--- src/rtl/load_controller_pkg.sv ---
// Shared FSM state encoding and default timing parameters for the load controller.
package load_controller_pkg;

    typedef enum logic [1:0] {
        ST_IDLE      = 2'd0,
        ST_DEB_PRESS = 2'd1,
        ST_PRESSED   = 2'd2,
        ST_DEB_REL   = 2'd3
    } state_t;

    localparam int DEF_DATA_W      = 4;
    localparam int DEF_SYNC_STAGES = 2;
    localparam int DEF_DEB_CYCLES  = 16;

endpackage

--- src/rtl/load_controller_sync_ff.sv ---
// Single-bit multi-stage synchroniser for asynchronous inputs; clears to 0 on reset.
module sync_ff #(
    parameter int SYNC_STAGES = 2
) (
    input  logic i_clk,
    input  logic i_rst_n,
    input  logic i_d,
    output logic o_q
);

    logic [SYNC_STAGES-1:0] r_sync;

    always_ff @(posedge i_clk or negedge i_rst_n) begin
        if (!i_rst_n) begin
            r_sync <= '0;
        end else begin
            r_sync <= {r_sync[SYNC_STAGES-2:0], i_d};
        end
    end

    assign o_q = r_sync[SYNC_STAGES-1];

endmodule

--- src/rtl/load_controller.sv ---
// Turns a bouncing push-button and raw switches into one clean Load strobe with a
// stable Data word; the debounce FSM accepts one load per physical press.
module load_controller
    import load_controller_pkg::*;
#(
    parameter int DATA_W      = DEF_DATA_W,
    parameter int SYNC_STAGES = DEF_SYNC_STAGES,
    parameter int DEB_CYCLES  = DEF_DEB_CYCLES
) (
    input  logic              CLK,
    input  logic              RST_n,
    input  logic              Btn,
    input  logic [DATA_W-1:0] Sw,
    output logic              Load,
    output logic [DATA_W-1:0] Data,
    output logic              Busy,
    output state_t            o_dbg_state
);

    localparam int CNT_W = $clog2(DEB_CYCLES);
    localparam logic [CNT_W-1:0] CNT_LAST = CNT_W'(DEB_CYCLES - 1);
    localparam logic [CNT_W-1:0] CNT_ONE  = CNT_W'(1);

    logic              w_btn_s;
    logic [DATA_W-1:0] w_sw_s;

    state_t            r_state;
    logic [CNT_W-1:0]  r_cnt;
    logic              r_load;
    logic [DATA_W-1:0] r_data;

    sync_ff #(.SYNC_STAGES(SYNC_STAGES)) u_sync_btn (
        .i_clk   (CLK),
        .i_rst_n (RST_n),
        .i_d     (Btn),
        .o_q     (w_btn_s)
    );

    for (genvar g = 0; g < DATA_W; g++) begin : g_sw_sync
        sync_ff #(.SYNC_STAGES(SYNC_STAGES)) u_sync_sw (
            .i_clk   (CLK),
            .i_rst_n (RST_n),
            .i_d     (Sw[g]),
            .o_q     (w_sw_s[g])
        );
    end

    // Load defaults low every cycle so it can only pulse on the accepting edge.
    always_ff @(posedge CLK or negedge RST_n) begin
        if (!RST_n) begin
            r_state <= ST_IDLE;
            r_cnt   <= '0;
            r_load  <= 1'b0;
            r_data  <= '0;
        end else begin
            r_load <= 1'b0;
            case (r_state)
                ST_IDLE: begin
                    if (w_btn_s) begin
                        r_state <= ST_DEB_PRESS;
                        r_cnt   <= CNT_ONE;
                    end
                end
                ST_DEB_PRESS: begin
                    if (!w_btn_s) begin
                        r_state <= ST_IDLE;
                    end else if (r_cnt == CNT_LAST) begin
                        r_state <= ST_PRESSED;
                        r_load  <= 1'b1;
                        r_data  <= w_sw_s;
                    end else begin
                        r_cnt <= r_cnt + 1'b1;
                    end
                end
                ST_PRESSED: begin
                    if (!w_btn_s) begin
                        r_state <= ST_DEB_REL;
                        r_cnt   <= CNT_ONE;
                    end
                end
                ST_DEB_REL: begin
                    if (w_btn_s) begin
                        r_state <= ST_PRESSED;
                    end else if (r_cnt == CNT_LAST) begin
                        r_state <= ST_IDLE;
                    end else begin
                        r_cnt <= r_cnt + 1'b1;
                    end
                end
                default: r_state <= ST_IDLE;
            endcase
        end
    end

    assign Load        = r_load;
    assign Data        = r_data;
    assign Busy        = (r_state != ST_IDLE);
    assign o_dbg_state = r_state;

endmodule

--- config.mk ---
export PLATFORM = sky130hd
export DESIGN_NAME = load_controller
export DESIGN_NICKNAME = d
export VERILOG_FILES = /design/src/rtl/load_controller_pkg.sv /design/src/rtl/load_controller_sync_ff.sv /design/src/rtl/load_controller.sv
export SDC_FILE = /design/constraint.sdc
export NUM_CORES = 1
export LEC_CHECK = 0
export BUFFER_PORTS_ARGS = -buffer_cell sky130_fd_sc_hd__buf_2
export CAP_MARGIN = 10
export CORE_UTILIZATION = 45
export DETAILED_ROUTE_END_ITERATION = 16
export GPL_ROUTABILITY_DRIVEN = 1
export GPL_TIMING_DRIVEN = 0
export PLACE_DENSITY = 0.7
export SLEW_MARGIN = 20
export SYNTH_ARGS = -nofsm -noshare
export SYNTH_HDL_FRONTEND = slang
export SYNTH_SLANG_ARGS = --single-unit
export TNS_END_PERCENT = 30
--- constraint.sdc ---
create_clock -name CLK -period 1.45 [get_ports CLK]
set_input_delay 0.145 -clock CLK [delete_from_list [all_inputs] [get_ports CLK]]
set_output_delay 0.145 -clock CLK [all_outputs]
set_load 0.005 [all_outputs]
==> run metrics <==
status=finished, violations left; violated checks=setup timing; I/O Pins=15; Tot GR Track Use=around 15%; Synth cell types=17; Die Footprint=about 0.0018 mm^2; mapped cell area=739 um^2; Final ANT Viol Nets=0; initial antenna violation count=0; RSZ-0062 raised after global routing=yes; HP Class=input pin to asynchronous set/reset pin; Final GP Congestion=0.744; clock root cell=clkbuf_4; Gate Count Post-Synth=45; Max H-tree Level=1; initial core utilization=between 40% and 50%; Worst R2R End=Data[2]$_DFFE_PN0P_; Longest Clk Path Bufs=2; via/cell ratio=4.98; largest net degree at the start of global routing=22; largest family of logic cells by synthesized area=simple AND/OR/NAND/NOR gates; WS Path Type=register to register; Die H=about 43 um; Synth top area share=just over 70%; global route overflow=0; compound-gate portion of the synthesized area=approximately 4.6%; Peak VDD IR=between 800 and 900 uV; DRT iter0 DRCs=1; Slew Limit Fails=0; CP max FO=3; Die Wd=42.5 um; worst reg2reg path depth=5; Inserted Diodes=0; synth warn=0; clock buffers created by TritonCTS=3; Synth Area in Simple Gates=approximately 11%; final hold vios=0; Mapped Nets=53; final wirelength=about 1100 um; final worst slack=-5.03 ps; syn_area_per_cell=16.4 um^2; total leakage power=between 0.0005 and 0.0006 uW; mux share of post-synthesis cell area=a little under a tenth; CP required=1640 ps; DR WL/cell=11.7 um; CTS sink count=21; worst slew pin tran=between 400 and 500 ps; Worst slew margin=between 70% and 80%; crit share post-route=100%; XOR/XNOR Fraction of Synth Area=2.20%; Yosys top cell by area=dfrtp_1; CP Capture Type=register; worst skew pair latency=around 290 ps; Post-DP Area=between 800 and 900 um^2; vias=around 450; fin area=0.00100 mm^2; Setup Slack @ Placement=-149 ps; row cnt=14; input/output buffers=14; Filler cells=approximately 110; reg-to-reg setup timing slack=-5 ps; #FFs+latches synth=21; main area contributors after synthesis=dfrtp_1 71%, mux2_2 9.1%, nor3b_4 2.5%, xor2_2 2.2%, and4bb_2 1.7%; # setup viols final=2; layout cells sized above 1=52.0%; CP Launch Type=register; Final nets=84; Fmax achieved=687 MHz; pwr/cell area=between 1000 and 1500 mW/mm^2; CTS tree=done; number of global-route vias before repair=453; Worst-path clk slew=between 100 and 150 ps; drt pass-1 iters=2; area delta synth->final=35.4%; CORE AREA=0.00152 mm^2; Crit path arrival time=between 1500 and 2000 ps; adder-cell share of the synthesized area=1.69%; first-pass GRT wire length=around 1900 um; clk_skew=slightly above 8 ps; Seq/Total Area, Yosys=a little under three quarters; DRC viols=0; reg2reg start=r_cnt[1]$_DFFE_PN0P_; Tot Pwr=~1400 uW; Final min period=between 1000 and 1500 ps; fin util=roughly 66%; Max-Cap Viols=0
[critical path, cell delays in order, from the launching register on]
cell and delay (ps):
dfrtp_1 410, ha_4 170, nand4_4 90, nor3b_4 240, buf_6 130, mux2_2 310
[how the worst max path moves through the flow]
stage                    startpoint                  end  slack (ps)  depth (start not counted)
3_5_place_dp   r_cnt[0]$_DFFE_PN0P_  Data[0]$_DFFE_PN0P_        -150                          4
5_1_grt        r_cnt[0]$_DFFE_PN0P_  Data[3]$_DFFE_PN0P_         -80                          5
3_3_place_gp   r_cnt[0]$_DFFE_PN0P_  Data[0]$_DFFE_PN0P_        -140                          4
2_1_floorplan  r_cnt[0]$_DFFE_PN0P_  Data[0]$_DFFE_PN0P_           3                          4
4_1_cts        r_cnt[1]$_DFFE_PN0P_  Data[2]$_DFFE_PN0P_         -20                          5
6_report       r_cnt[1]$_DFFE_PN0P_  Data[2]$_DFFE_PN0P_          -5                          5
[layer usage]
metal	GRT usage (%)	up-vias	part of all wire, %
met5	0	-	0
met4	7.50	0	1.7
met3	3.88	4	3.3
met2	23.7	11	46
met1	17.8	221	48
li1	-	217	-
[area by class of cell]
class	count	area, um^2	share of cell area, %
Multi-Input combinational cell	23	241	24.1
Sequential cell	21	526	52.5
Inverter	1	3.75	0.375
Tap cell	16	20.0	2.00
Clock buffer	3	22.5	2.25
Timing Repair Buffer	26	183	18.2
Clock inverter	1	5.00	0.500
[power by group]
group,internal [uW],total (uW),switching [uW]
clock,103,267,164
combinational,199,321,123
sequential,671,770,99.2
[kinds of logic (layout without fill, tap and decap cells)]
family                   count (synthesis)  after routing
flip-flops                              21             21
multiplexers                             6              6
adder cells (fa/ha/maj)                  1              1
XOR/XNOR                                 1              1
AO/OA/AOI/OAI                            5              5
AND/OR/NAND/NOR                         10             10
buffers and inverters                    1             31
[per-stage QoR]
stage	cells	TNS (ps)	hold slack (ps)
after floorplan	45	0	-151
after global placement	75	-543	115
after detailed placement	75	-567	120
after CTS	91	-45.1	322
after global routing	91	-329	346
final	91	-7.95	314
[sequential cells by signal, indices dropped and copies added (netlist names), named ones only]
signal                      flops
g_sw_sync.u_sync_sw.r_sync      8
r_cnt                           4
o_dbg_state                     1
u_sync_btn.r_sync               2
Data                            4
Load                            1
[Yosys cell counts (all sizes together)]
master	instances
o21ai	1
or2	1
a21oi	2
nand2	3
and4bb	1
a211o	1
xor2	1
inv	1
mux2	6
dfrtp	21
a21bo	1
nand4	2
and3	1
ha	1
nand3	1
nor3b	1
[cell usage in the layout, fill, tap and decap left out, types with 2 or more instances in the layout]
cell and instances:
dlygate4sd3_1 6, mux2_4 2, mux2_2 4, clkbuf_4 3, a21oi_1 2, buf_6 2, buf_4 4, nand2_1 2
buf_2 14, dfrtp_1 21
[what timing repair did]
| item | 4_1_cts | 5_1_grt |
|---|---|---|
| setup buffers | 6 | 0 |
| setup endpoints to repair | 4 | 5 |
| endpoints found under the hold margin | 26 | 0 |
| hold buffers | 6 | 0 |
| gates resized for setup | 7 | 1 |
| pin swaps | 2 | 1 |
(Power assumes the default switching activity.)
